$ cat config.mk
export PLATFORM = sky130hd
export DESIGN_NAME = icache_waysel_stage
export DESIGN_NICKNAME = d
export VERILOG_FILES = /design/src/rtl/icache_waysel_stage.sv
export SDC_FILE = /design/constraint.sdc
export NUM_CORES = 1
export LEC_CHECK = 0
export BUFFER_PORTS_ARGS = -buffer_cell sky130_fd_sc_hd__buf_2
export CORE_MARGIN = 1.5
export CORE_UTILIZATION = 38
export DETAILED_ROUTE_END_ITERATION = 10
export HOLD_SLACK_MARGIN = 0.1
export PLACE_DENSITY = 0.65
export SETUP_SLACK_MARGIN = 0.15
export SYNTH_ARGS = -nofsm -noshare
export SYNTH_HDL_FRONTEND = slang
export SYNTH_SLANG_ARGS = --single-unit
$ cat constraint.sdc
create_clock -name clk -period 6.2 [get_ports clk]
set_input_delay 1.24 -clock clk [delete_from_list [all_inputs] [get_ports clk]]
set_output_delay 1.24 -clock clk [all_outputs]
set_load 0.01 [all_outputs]
$ cat src/rtl/icache_waysel_stage.sv
// I-cache s0->s1 way-select stage: registers the tag lookup, decodes hit/multi-hit,
// and runs a small miss-request FSM that stalls the stage until the fill returns.
module icache_waysel_stage #(
   parameter int MHIT_CNT_W = 8
) (
   input  logic                  clk,
   input  logic                  reset,
   input  logic                  s0_vld,
   input  logic [3:0]            s0_tag_match,
   input  logic [3:0]            s0_way_vld,
   input  logic [3:0]            s0_tag_perr,
   input  logic                  s0_tlb_cam_miss,
   input  logic                  s0_cam_vld,
   input  logic                  stall,
   input  logic                  flush,
   input  logic                  fill_ack,
   output logic [3:0]            waysel_buf_s1,
   output logic [3:0]            alltag_err_s1,
   output logic                  tlb_cam_miss_s1,
   output logic                  cam_vld_s1,
   output logic                  hit_s1,
   output logic [1:0]            hit_way_s1,
   output logic                  mhit_s1,
   output logic                  miss_req,
   output logic                  busy,
   output logic [MHIT_CNT_W-1:0] mhit_cnt
);

   // state | meaning
   // IDLE  | no miss outstanding, s1 advances freely
   // REQ   | miss request presented for one cycle
   // WAIT  | waiting for fill_ack
   typedef enum logic [1:0] {IDLE, REQ, WAIT} state_t;

   state_t state, state_nxt;

   logic       advance;
   logic       clean;
   logic [3:0] s0_waysel;
   logic       s0_mhit;

   assign advance   = ~stall & ~busy;
   assign clean     = cam_vld_s1 & ~|alltag_err_s1 & ~tlb_cam_miss_s1;
   assign s0_waysel = s0_tag_match & s0_way_vld;
   // Multi-hit on the incoming entry, evaluated with the same terms as mhit_s1.
   assign s0_mhit   = s0_vld & s0_cam_vld & ~|s0_tag_perr & ~s0_tlb_cam_miss
                      & ((s0_waysel & (s0_waysel - 4'd1)) != 4'd0);

   assign hit_s1  = clean & |waysel_buf_s1;
   assign mhit_s1 = clean & ((waysel_buf_s1 & (waysel_buf_s1 - 4'd1)) != 4'd0);

   always_comb begin
      hit_way_s1 = 2'd0;
      casez (waysel_buf_s1)
         4'b???1: hit_way_s1 = 2'd0;
         4'b??10: hit_way_s1 = 2'd1;
         4'b?100: hit_way_s1 = 2'd2;
         4'b1000: hit_way_s1 = 2'd3;
         default: hit_way_s1 = 2'd0;
      endcase
   end

   always_comb begin
      state_nxt = state;
      miss_req  = 1'b0;
      busy      = 1'b1;
      case (state)
         IDLE: begin
            busy = 1'b0;
            if (clean && waysel_buf_s1 == 4'd0 && !flush) state_nxt = REQ;
         end
         REQ: begin
            miss_req  = 1'b1;
            state_nxt = flush ? IDLE : WAIT;
         end
         WAIT: begin
            if (fill_ack) state_nxt = IDLE;
         end
         default: state_nxt = IDLE;
      endcase
   end

   always_ff @(posedge clk) begin
      if (reset) begin
         state           <= IDLE;
         waysel_buf_s1   <= 4'd0;
         alltag_err_s1   <= 4'd0;
         tlb_cam_miss_s1 <= 1'b0;
         cam_vld_s1      <= 1'b0;
         mhit_cnt        <= '0;
      end else begin
         state <= state_nxt;
         if (advance) begin
            waysel_buf_s1   <= s0_waysel;
            alltag_err_s1   <= s0_tag_perr;
            tlb_cam_miss_s1 <= s0_tlb_cam_miss;
         end
         // The entry behind a completed fill is replayed upstream, so it is dropped here.
         if (flush || (state == WAIT && fill_ack))
            cam_vld_s1 <= 1'b0;
         else if (advance)
            cam_vld_s1 <= s0_vld & s0_cam_vld;
         if (advance && s0_mhit && mhit_cnt != {MHIT_CNT_W{1'b1}})
            mhit_cnt <= mhit_cnt + MHIT_CNT_W'(1);
      end
   end

endmodule

# After elaboration in Yosys (flattened, before gate mapping)
# Index checks and enable logic that the tools add are counted.
[word_totals]
register_bits = 20
word_cells = 57
[op_classes]
add_sub_neg = 3
n_eq_ne = 8
n_mux = 7
bitwise_logic = 15
reduce_logical = 18
[ops]
columns = ["cell", "n"]
rows = [
  ["$and 4x4->4", 3],
  ["$pmux 2 s3", 2],
  ["$reduce_or 4->1", 3],
  ["$and 1x1->1", 9],
  ["$add 8x1->8 const B", 1],
  ["$ne 8x8->1 const B", 1],
  ["$reduce_bool 4->1", 2],
  ["$sub 4x1->4 const B", 2],
  ["$mux 2", 3],
  ["$logic_and 1x1->1", 5],
  ["$eq 2x2->1 const B", 2],
  ["$eq 4x4->1 const B", 1],
  ["$logic_not 4->1", 1],
  ["$eq 3x3->1 const B", 1],
  ["$logic_not 1->1", 3],
  ["$not 1->1", 3],
  ["$eq 2x1->1 const B", 1],
  ["$logic_not 2->1", 1],
  ["$mux 1", 2],
  ["$ne 2x1->1 const B", 1],
  ["$ne 2x2->1 const B", 1],
  ["$reduce_and 2->1", 1],
  ["$reduce_or 2->1", 1],
  ["$logic_or 1x1->1", 1],
]

# Depth between registers and ports, before layout
# Gate-level depths: netlist of run 1.
[depth]
depth_word = 8
mapped_depth = 5

# Worst setup path before layout of run 1
# Ideal clock, no wire load.
[synth_timing]
kind = "in2reg"
from = "input port s0_tlb_cam_miss"
to = "register mhit_cnt[0]"
setup_time_ps = 121
arrival_ps = 3015
setup_slack_ps = 3064
cell_stages = 5
n_path_buf = 1
cell_sequence = "or4_1 > or4_1 > buf_6 > nor3_1 > mux2_2"
[synth_via]
elab_chain_len = 5
[synth_lines]
columns = ["item", "line", "source"]
rows = [
  ["from (decl)", "12", "input logic s0_tlb_cam_miss,"],
  ["$not 1->1", "46", "assign s0_mhit = s0_vld & s0_cam_vld & ~|s0_tag_perr & ~s0_tlb_cam_miss"],
  ["$and 1x1->1", "46", ""],
  ["$and 1x1->1", "47", "& ((s0_waysel & (s0_waysel - 4'd1)) != 4'd0);"],
  ["$logic_and 1x1->1 (2 in series)", "103", "if (advance && s0_mhit && mhit_cnt != {MHIT_CNT_W{1'b1}})"],
  ["to (signal assigned)", "104", "mhit_cnt <= mhit_cnt + MHIT_CNT_W'(1);"],
  ["to (decl)", "26", "output logic [MHIT_CNT_W-1:0] mhit_cnt"],
]
# Every way passes these cells.
# A chain may end at the register's enable or synchronous reset.

# Worst setup path after layout of run 1
# Same ends and word-level chain as after synthesis.

==> flow_metrics.env, run 1 <==
export IMPL_place_congestion=0.8214
export IMPL_cts_htree_levels=1
export IMPL_grt_pass1_wl_mm=4.257
export IMPL_maxCapViolCount=0
export IMPL_multi_input_area_um2=601.8
export IMPL_top_layer="met4"
export IMPL_via_count=1125
export IMPL_wl_met2_mm=1.202
export IMPL_drt_iter0_drc=27
export IMPL_finClkSkew_ns=0.0009121
export IMPL_nFillCells=254
export IMPL_syn_avg_cell_area_um2=7.877
export IMPL_clk_pin_slew_ns=0.12
export IMPL_dr_pass1_iters=4
export IMPL_antenna_cells=0
export IMPL_core_region_area_mm2=0.002522
export IMPL_fin_tns_setup_ns=0
export IMPL_antenna_found_initial=0
export IMPL_final_nets=196
export IMPL_ys_ff_latch=20
export IMPL_synthToLayoutAreaGrowth_pct=26.83
export IMPL_max_slew_margin_rel_pct=59.74
export IMPL_mostFrequentLayoutCell="buf_2"
export IMPL_routed_via_density=5.515
export IMPL_most_common_layout_cells="43 x buf_2, 20 x dfxtp_1, 16 x nand2_1"
export IMPL_wl_mm=2.614
export IMPL_die_area_mm2=0.003059
export IMPL_chipWidth_um=55.31
export IMPL_layout_drive_gt1_share_pct=29.89
export IMPL_port_buffers=43
export IMPL_fin_ws_ns=3.131
export IMPL_cts_buffers=3
export IMPL_clock_latency_ns=0.31
export IMPL_io_pins=44
export IMPL_worstPathRequired_ns=6.42
export IMPL_finalHoldViolations=0
export IMPL_crit_type="primary input to flop"
export IMPL_cp_max_fo=11
export IMPL_netlist_cell_type_count=31
export IMPL_met1_length_mm=1.245
export IMPL_cp_slowest_cell="or4_1"
export IMPL_ff_latch_area_um2=400.4
export IMPL_netlist_instances=132
export IMPL_wl_met3_um=116
export IMPL_end_kind="flop"
export IMPL_cts_buffer_depth=2
export IMPL_clock_sinks=20
export IMPL_fp_row_count=18
export IMPL_wl_per_cell_um=12.81
export IMPL_start_kind="primary input"
export IMPL_die_y_um=55.31
export IMPL_finalCritPeriodShare_pct=49.50
export IMPL_critical_path_arrival_ns=3.29
export IMPL_crit_chain="buf_2, or4_1, or4_1, nor3_1, mux2_2"
export IMPL_ys_seq_area_share_pct=38.51
export IMPL_run_status="finished clean"
export IMPL_fmax_mhz=325.8
export IMPL_cp_slowest_stage_delay_ns=0.71
export IMPL_period_needed_ns=3.069
export IMPL_cpMostUsedCell="or4_1"
export IMPL_post_place_ws_ns=2.785
export IMPL_grt_usage_pct=17.01
export IMPL_cts_tree="done"
export IMPL_clockRootBuffer="clkbuf_4"
export IMPL_tightest_slew_ns=0.6016
export IMPL_drtAntennaViolNets=0
export IMPL_postCtsSetupBuffers=0
export IMPL_rsz0062_at_grt="no"
export IMPL_synth_fp_nets=153
export IMPL_grt_max_degree=25
export IMPL_p_leak_nw=0.5834
export IMPL_grt_remaining_overflow=0
export IMPL_ir_worst_vdd_mv=0.1257
export IMPL_grt_pass1_vias=963
export IMPL_cts_hold_fix_buffers=0
export IMPL_start_util_pct=41.22
export IMPL_yosysWarnings=0
export IMPL_place_hpwl_mm=1.972
export IMPL_synthesis_area_mm2=0.001040
export IMPL_drv_slew=0
export IMPL_hp_class="flop to flop"
export IMPL_cts_resized=0
export IMPL_drc=0
export IMPL_power_w=0.0002752
export IMPL_p_per_area_mw_per_mm2=208.7
export IMPL_finalSetupViolations=0
[state kept, by name, indices dropped and copies added (netlist names)]
signal           cells
alltag_err_s1        4
cam_vld_s1           1
mhit_cnt             8
state                2
tlb_cam_miss_s1      1
waysel_buf_s1        4
[critical path, delay by kind of cell]
kind                   cells  cell delay, ns
AND/OR/NAND/NOR            3            1.56
multiplexers               1            0.38
buffers and inverters      1            0.11
[synthesized netlist by cell type]
library cell / n / area (µm²)
and4_1: 1 / 8.760
buf_6: 1 / 11.26
nand2b_1: 4 / 25.02
o21ai_0: 2 / 10.01
o21ba_2: 1 / 10.01
o31ai_1: 2 / 15.01
a21oi_1: 13 / 65.06
nor2b_1: 4 / 25.02
nor4_1: 8 / 50.05
inv_1: 3 / 11.26
nand3_1: 7 / 35.03
clkbuf_1: 4 / 15.01
nor3_1: 6 / 30.03
o31a_1: 2 / 17.52
a222oi_1: 2 / 20.02
a21o_1: 1 / 7.510
mux2i_1: 1 / 10.01
or4_1: 5 / 37.54
ha_1: 1 / 12.51
nor3b_1: 1 / 7.510
dfxtp_1: 20 / 400.4
and3_1: 3 / 18.77
nor2_1: 14 / 52.55
mux2_2: 3 / 33.78
maj3_1: 1 / 10.01
nand2_1: 16 / 60.06
or2_2: 1 / 6.260
nand4_1: 2 / 12.51
a22oi_1: 1 / 7.510
or3_1: 1 / 6.260
nand3b_1: 1 / 7.510
[final timing paths]
check,slack [ns],from,cells after the start,to
min reg2reg,0.49,alltag_err_s1[0],2,alltag_err_s1[0]
min,0.49,alltag_err_s1[0],2,alltag_err_s1[0]
max reg2reg,3.73,state[0],4,mhit_cnt[0]
max,3.13,s0_tlb_cam_miss,5,mhit_cnt[0]
[through the flow]
stage	instance area (µm²)	hold WS [ns]	util, %	std cells
after floorplan	1040	0.4922	-	132
after global placement	1266	0.4601	50.20	200
after detailed placement	1266	0.4691	50.20	200
after CTS	1319	0.4931	52.28	204
after global routing	1319	0.5068	52.28	204
final	1319	0.4885	52.28	204
[metal layers]
layer  up-vias  GRT usage [%]
met4         0          8.711
met2        32          25.17
met1       514          23.69
met3         5          2.810
met5         -              0
li1        574              -
[cell type report]
class | count | share of cell area [%]
clock inverters | 1 | 2.277
clock buffers | 3 | 1.708
inverters | 3 | 0.8539
repair buffers | 43 | 16.32
multi-input cells | 104 | 45.64
flip-flops and latches | 20 | 30.36
well taps | 30 | 2.846
[power by group]
group          switching [W]  internal, W  leakage [nW]
combinational      0.0000180    0.0000131         0.393
clock              0.0000438    0.0000654        0.0279
sequential        0.00000335     0.000132         0.163
total              0.0000652     0.000210         0.583
[cell families (layout without fill, tap and decap cells)]
group                    Yosys count  count (layout)  synth area share (%)
adder cells (fa/ha/maj)            2               2                 2.166
multiplexers                       4               4                 4.212
buffers and inverters              8              50                 3.610
AND/OR/NAND/NOR                   74              74                 36.82
AO/OA/AOI/OAI                     24              24                 14.68
flip-flops                        20              20                 38.51
(Power assumes the default switching activity.)
==> run 2, diff against run 1 <==
ABC_AREA = 1   (was unset)
PLACE_DENSITY = 0.63   (was 0.65)
clock period = 2.85 ns   (was 6.2 ns; I/O delays follow)
==> run 2 against run 1 <==
Against the previous run: sequential power up 120%; die area increased by 12%; final area up 8.6%; synthesized cell count increased by 33%; critical path depth is 1 lower; routed wire length grew 1.2%; hold slack got worse by 0.023 ns; first-iteration DRC count is 48% higher; register-to-register slack worse by 2.4 ns; final cell count up 23%; combinational power rose to 2.9 times the previous value; worst setup slack got worse by 2.2 ns; highest routed layer unchanged.
==> flow_metrics.env, run 2 <==
export IMPL_nFillCells=286
export IMPL_grt_remaining_overflow=0
export IMPL_die_area_mm2=0.003435
export IMPL_rsz0062_at_grt="no"
export IMPL_maxCapViolCount=0
export IMPL_ys_ff_latch=20
export IMPL_cts_buffer_depth=2
export IMPL_wl_per_cell_um=10.54
export IMPL_drt_iter0_drc=40
export IMPL_finalCritPeriodShare_pct=69.01
export IMPL_synthDominantCellAreaShare_pct=34.08
export IMPL_wl_mm=2.645
export IMPL_synth_async_reset_ratio_pct=0
export IMPL_r2r_cells=8
export IMPL_grt_pass1_vias=1007
export IMPL_antenna_cells=0
export IMPL_regMostFlops="mhit_cnt"
export IMPL_yosysWarnings=0
export IMPL_fin_tns_setup_ns=0
export IMPL_tightest_slew_ns=0.4576
export IMPL_cts_hold_fix_buffers=0
export IMPL_fmax_mhz=508.4
export IMPL_cp_slowest_stage_delay_ns=0.34
export IMPL_cts_resized=0
export IMPL_port_buffers=43
export IMPL_fp_row_count=19
export IMPL_cts_tree="done"
export IMPL_fin_cells=251
export IMPL_p_per_area_mw_per_mm2=360.9
export IMPL_io_pins=44
export IMPL_chipWidth_um=58.61
export IMPL_netlist_instances=176
export IMPL_synth_fp_nets=197
export IMPL_synthFlopType="dfxtp_1"
export IMPL_synth_top_area_cell="dfxtp_1"
export IMPL_synth_most_common_cell="nand2_1"
export IMPL_synthesis_area_mm2=0.001175
export IMPL_clockRootBuffer="clkbuf_4"
export IMPL_grt_usage_pct=16.10
export IMPL_cp_max_fo=3
export IMPL_routed_via_density=4.825
export IMPL_p_leak_nw=0.7758
export IMPL_cp_num_cells=4
export IMPL_antenna_found_initial=0
export IMPL_cts_htree_levels=1
export IMPL_dpl_cell_area_mm2=0.001410
export IMPL_drv_slew=0
export IMPL_mostFrequentLayoutCell="buf_2"
export IMPL_synth_area_leaders="dfxtp_1 34%, nand2_1 12%, nor2_1 12%"
export IMPL_start_kind="flop"
export IMPL_period_needed_ns=1.967
export IMPL_postCtsSetupBuffers=0
export IMPL_cts_buffers=3
export IMPL_syn_avg_cell_area_um2=6.675
export IMPL_multi_input_area_um2=635.6
export IMPL_die_y_um=58.61
export IMPL_grt_pass1_wl_mm=4.305
export IMPL_finClkSkew_ns=0.006073
export IMPL_synth_common_cells="38 x nand2_1, 36 x nor2_1, 29 x inv_1"
export IMPL_place_congestion=0.8268
export IMPL_ys_seq_area_share_pct=34.08
export IMPL_dr_pass1_iters=4
export IMPL_via_count=1211
export IMPL_clock_sinks=20
export IMPL_worstPathRequired_ns=2.28
export IMPL_critical_path_arrival_ns=1.40
export IMPL_critPathTopFamily="simple AND/OR/NAND/NOR gates"
export IMPL_largest_register_ffs=8
export IMPL_place_inst=248
export IMPL_clock_latency_ns=0.30
export IMPL_synthToLayoutAreaGrowth_pct=21.94
export IMPL_clk_pin_slew_ns=0.10
export IMPL_final_nets=243
export IMPL_end_kind="primary output"
export IMPL_top_regs="mhit_cnt: 8 flops, alltag_err_s1: 4 flops, waysel_buf_s1: 4 flops"
export IMPL_drc=0
export IMPL_ff_latch_area_um2=400.4
export IMPL_crit_chain="nor4_1, nand3_1, a31oi_1, buf_2"
export IMPL_core_region_area_mm2=0.002853
export IMPL_most_common_layout_cells="43 x buf_2, 38 x nand2_1, 36 x nor2_1"
export IMPL_cp_slowest_cell="dfxtp_1"
export IMPL_finalHoldViolations=0
export IMPL_place_hpwl_mm=2.096
export IMPL_hp_class="primary input to flop"
export IMPL_start_util_pct=41.18
export IMPL_netlist_cell_type_count=26
export IMPL_crit_buf_inv=1
export IMPL_crit_type="flop to primary output"
export IMPL_hold_depth=2
export IMPL_ir_worst_vdd_mv=0.2560
export IMPL_grt_max_degree=17
export IMPL_drtAntennaViolNets=0
export IMPL_power_w=0.0005170
export IMPL_layout_drive_gt1_share_pct=26.82
export IMPL_synth_enable_flop_cells=0
export IMPL_finalSetupViolations=0
export IMPL_run_status="finished clean"
export IMPL_max_slew_margin_rel_pct=69.46
export IMPL_post_route_cell_area_mm2=0.001433
## run 2: metrics by stage
step | utilization (%) | hold WS, ns | worst slack [ns]
3_3_place_gp | 49.43 | 0.4549 | 1.173
3_5_place_dp | 49.43 | 0.4821 | 1.144
6_report | 50.22 | 0.4658 | 0.8832
4_1_cts | 50.22 | 0.4572 | 0.8468
5_1_grt | 50.22 | 0.4519 | 0.7400
2_1_floorplan | - | 0.4880 | 1.308
## run 2: final timing paths
check	from	endpoint	slack, ns
setup / recovery	alltag_err_s1[3]	mhit_s1	0.88
hold / removal	fill_ack	state[1]	0.47
setup reg to reg	mhit_cnt[0]	mhit_cnt[1]	1.36
hold reg to reg	tlb_cam_miss_s1	tlb_cam_miss_s1	0.49
## run 2: power breakdown
part           switching, W  internal [W]
Clock             0.0000813     0.0000493
Sequential       0.00000806      0.000289
Combinational     0.0000545     0.0000350
## run 2: cell families (layout without fill, tap and decap cells)
group           count (synthesis)  count (layout)  synth area share [%]
buf+inv                        33              77                 11.82
flops                          20              20                 34.08
compound gates                 20              20                 9.052
fa+ha+maj                       1               1                 1.065
simple gates                  102             102                 43.98
## run 2: layer usage
layer | up-vias | global-route usage [%] | wire length, µm
met3 | 2 | 4.615 | 163
met2 | 36 | 26.65 | 1220
met5 | - | 0 | 0
li1 | 647 | - | -
met4 | 0 | 1.948 | 11
met1 | 526 | 21.54 | 1249
## run 2: cell type report
class	instances	area share [%]
multi-input cells	123	44.37
flip-flops and latches	20	27.95
repair buffers	43	15.02
inverters	31	8.384
well taps	31	2.707
clock buffers	3	1.572
## run 2: worst register-to-register path, cell delays in order (launching register included)
cell,delay [ns]
dfxtp_1,0.43
ha_1,0.21
nand2_1,0.08
inv_1,0.09
nand3b_2,0.22
nand3_4,0.18
clkinv_2,0.07
nor2_1,0.08
nor2_1,0.05
==> run 3, diff against run 2 <==
PLACE_DENSITY = 0.66   (was 0.63)
clock period = 1.6 ns   (was 2.85 ns; I/O delays follow)
==> run 3 against run 2 <==
Against the previous run: the run now ends with setup timing left; power up 120%; final cell count up 2.8%; flip-flop and latch count stayed put; register-to-register slack got worse by 1.1 ns; global-route usage is 0.64 points higher; highest routed layer unchanged; first-iteration DRC count increased by 50%; worst setup slack got worse by 0.97 ns; largest cell class unchanged; critical endpoint unchanged.
==> flow_metrics.env, run 3 (synthesized netlist as in run 2, its figures left out) <==
export IMPL_run_status="finished, violations left"
export IMPL_violations="setup timing"
export IMPL_grt_remaining_overflow=0
export IMPL_chipWidth_um=58.61
export IMPL_drtAntennaViolNets=0
export IMPL_place_hpwl_mm=2.027
export IMPL_cp_max_fo=3
export IMPL_grt_pass1_vias=1095
export IMPL_dpl_cell_area_mm2=0.001418
export IMPL_end_kind="primary output"
export IMPL_dr_pass1_iters=5
export IMPL_clk_pin_slew_ns=0.13
export IMPL_switchingPower_w=0.0002876
export IMPL_ir_worst_vdd_mv=0.3749
export IMPL_start_kind="flop"
export IMPL_regMostFlops="mhit_cnt"
export IMPL_share_comb_of_total_power_pct=15.4
export IMPL_critical_path_arrival_ns=1.37
export IMPL_wl_per_cell_um=10.25
export IMPL_p_sw_share_pct=25.44
export IMPL_die_y_um=58.61
export IMPL_max_slew_margin_rel_pct=69.32
export IMPL_finClkSkew_ns=0.004684
export IMPL_routed_via_density=4.787
export IMPL_start_util_pct=41.18
export IMPL_period_needed_ns=1.691
export IMPL_finalCritPeriodShare_pct=105.7
export IMPL_seqPwrFrac_pct=47.2
export IMPL_grt_pass1_wl_mm=4.519
export IMPL_tightest_slew_ns=0.4596
export IMPL_power_frac_clock_pct=37.5
export IMPL_wl_mm=2.645
export IMPL_drt_iter0_drc=60
export IMPL_port_buffers=43
export IMPL_finalHoldViolations=0
export IMPL_cts_tree="done"
export IMPL_mostFrequentLayoutCell="buf_2"
export IMPL_worstPathRequired_ns=1.28
export IMPL_nFillCells=291
export IMPL_post_route_cell_area_mm2=0.001567
export IMPL_fin_ws_ns=-0.09150
export IMPL_place_congestion=0.7616
export IMPL_cts_htree_levels=1
export IMPL_rsz0062_at_grt="yes"
export IMPL_ff2ff_setup_slack_ns=0.26
export IMPL_cts_buffers=3
export IMPL_largest_register_ffs=8
export IMPL_layout_drive_gt1_share_pct=37.00
export IMPL_drc=0
export IMPL_fp_row_count=19
export IMPL_crit_type="flop to primary output"
export IMPL_maxCapViolCount=0
export IMPL_antenna_cells=0
export IMPL_antenna_found_initial=0
export IMPL_die_area_mm2=0.003435
export IMPL_cts_buffer_depth=2
export IMPL_grt_max_degree=17
export IMPL_p_leak_nw=0.8462
export IMPL_finalSetupViolations=2
export IMPL_p_int_w=0.0008427
export IMPL_clockRootBuffer="clkbuf_4"
export IMPL_hp_class="primary input to flop"
export IMPL_fmax_mhz=591.2
export IMPL_drv_slew=0
export IMPL_synthToLayoutAreaGrowth_pct=33.33
export IMPL_core_region_area_mm2=0.002853
export IMPL_clock_sinks=20
export IMPL_io_pins=44
export IMPL_p_per_area_mw_per_mm2=721.6
export IMPL_final_nets=249
export IMPL_most_common_layout_cells="43 x buf_2, 38 x nand2_1, 32 x nor2_1"
export IMPL_via_count=1235
export IMPL_holdWs_ns=0.2022
export IMPL_grt_usage_pct=16.74
export IMPL_power_w=0.001130
export IMPL_top_regs="mhit_cnt: 8 flops, alltag_err_s1: 4 flops, waysel_buf_s1: 4 flops"
export IMPL_clock_latency_ns=0.31
==> run 3: changes by cell type in the layout (fill, tap and decap cells not counted), sizes merged <==
cell,change
buf,+5
bufinv,+1
nand3b,+1
==> run 3: through the flow <==
stage	utilization [%]	TNS (ns)	worst slack, ns	instances
finish	54.91	-0.1516	-0.09150	258
global route	54.91	-0.3424	-0.1765	258
CTS	52.81	-0.1395	-0.08955	255
detailed placement	49.69	0	0.09312	249
global placement	49.69	0	0.1005	249
floorplan	-	0	0.2258	176
==> run 3: per-layer routing <==
metal  routed length, µm  up-vias  GRT usage (%)
met5                   0        -              0
met4                  21        0          5.844
met3                 100        2          2.637
met2                1229       33          27.29
met1                1293      536          22.49
li1                    -      664              -
==> run 3: final timing paths <==
kind,start,end,cells past startpoint
worst min register to register,tlb_cam_miss_s1,tlb_cam_miss_s1,2
worst max register to register,mhit_cnt[0],mhit_cnt[0],8
worst min-delay path,fill_ack,state[1],2
worst max-delay path,alltag_err_s1[0],mhit_s1,4
==> run 3: critical path, stage by stage (launching register included) <==
cell and delay, ns:
dfxtp_2 0.36, nor4_2 0.25, nand3_1 0.16, a31oi_1 0.16, buf_2 0.14
==> run 3: cell type report <==
type	count	area (µm²)	area share, %
clock buffer	3	22.52	1.438
sequential	20	414.1	26.44
inverter	31	120.1	7.668
timing repair buffer	48	252.7	16.13
multi-input combinational	124	688.2	43.93
tap	31	38.79	2.476
clock inverter	1	30.03	1.917
==> run 3: power groups by stage <==
| stage | combinational, W | clock (W) | sequential [W] |
|---|---|---|---|
| final | 0.000174 | 0.000424 | 0.000533 |
| after global routing | 0.000196 | 0.000456 | 0.000536 |
| after global placement | 0.000161 | 0 | 0.000541 |
| after CTS | 0.000167 | 0.000432 | 0.000532 |
| after detailed placement | 0.000161 | 0 | 0.000541 |
| after floorplan | 0.0000921 | 0 | 0.000547 |
==> run 3: what timing repair did <==
action / 4_1_cts / 5_1_grt
cloned: 0 / 1
hold buffers: 0 / 0
endpoints found under the setup margin: 6 / 12
setup buffers: 2 / 2
gates resized for setup: 6 / 15
pin swaps: 2 / 3
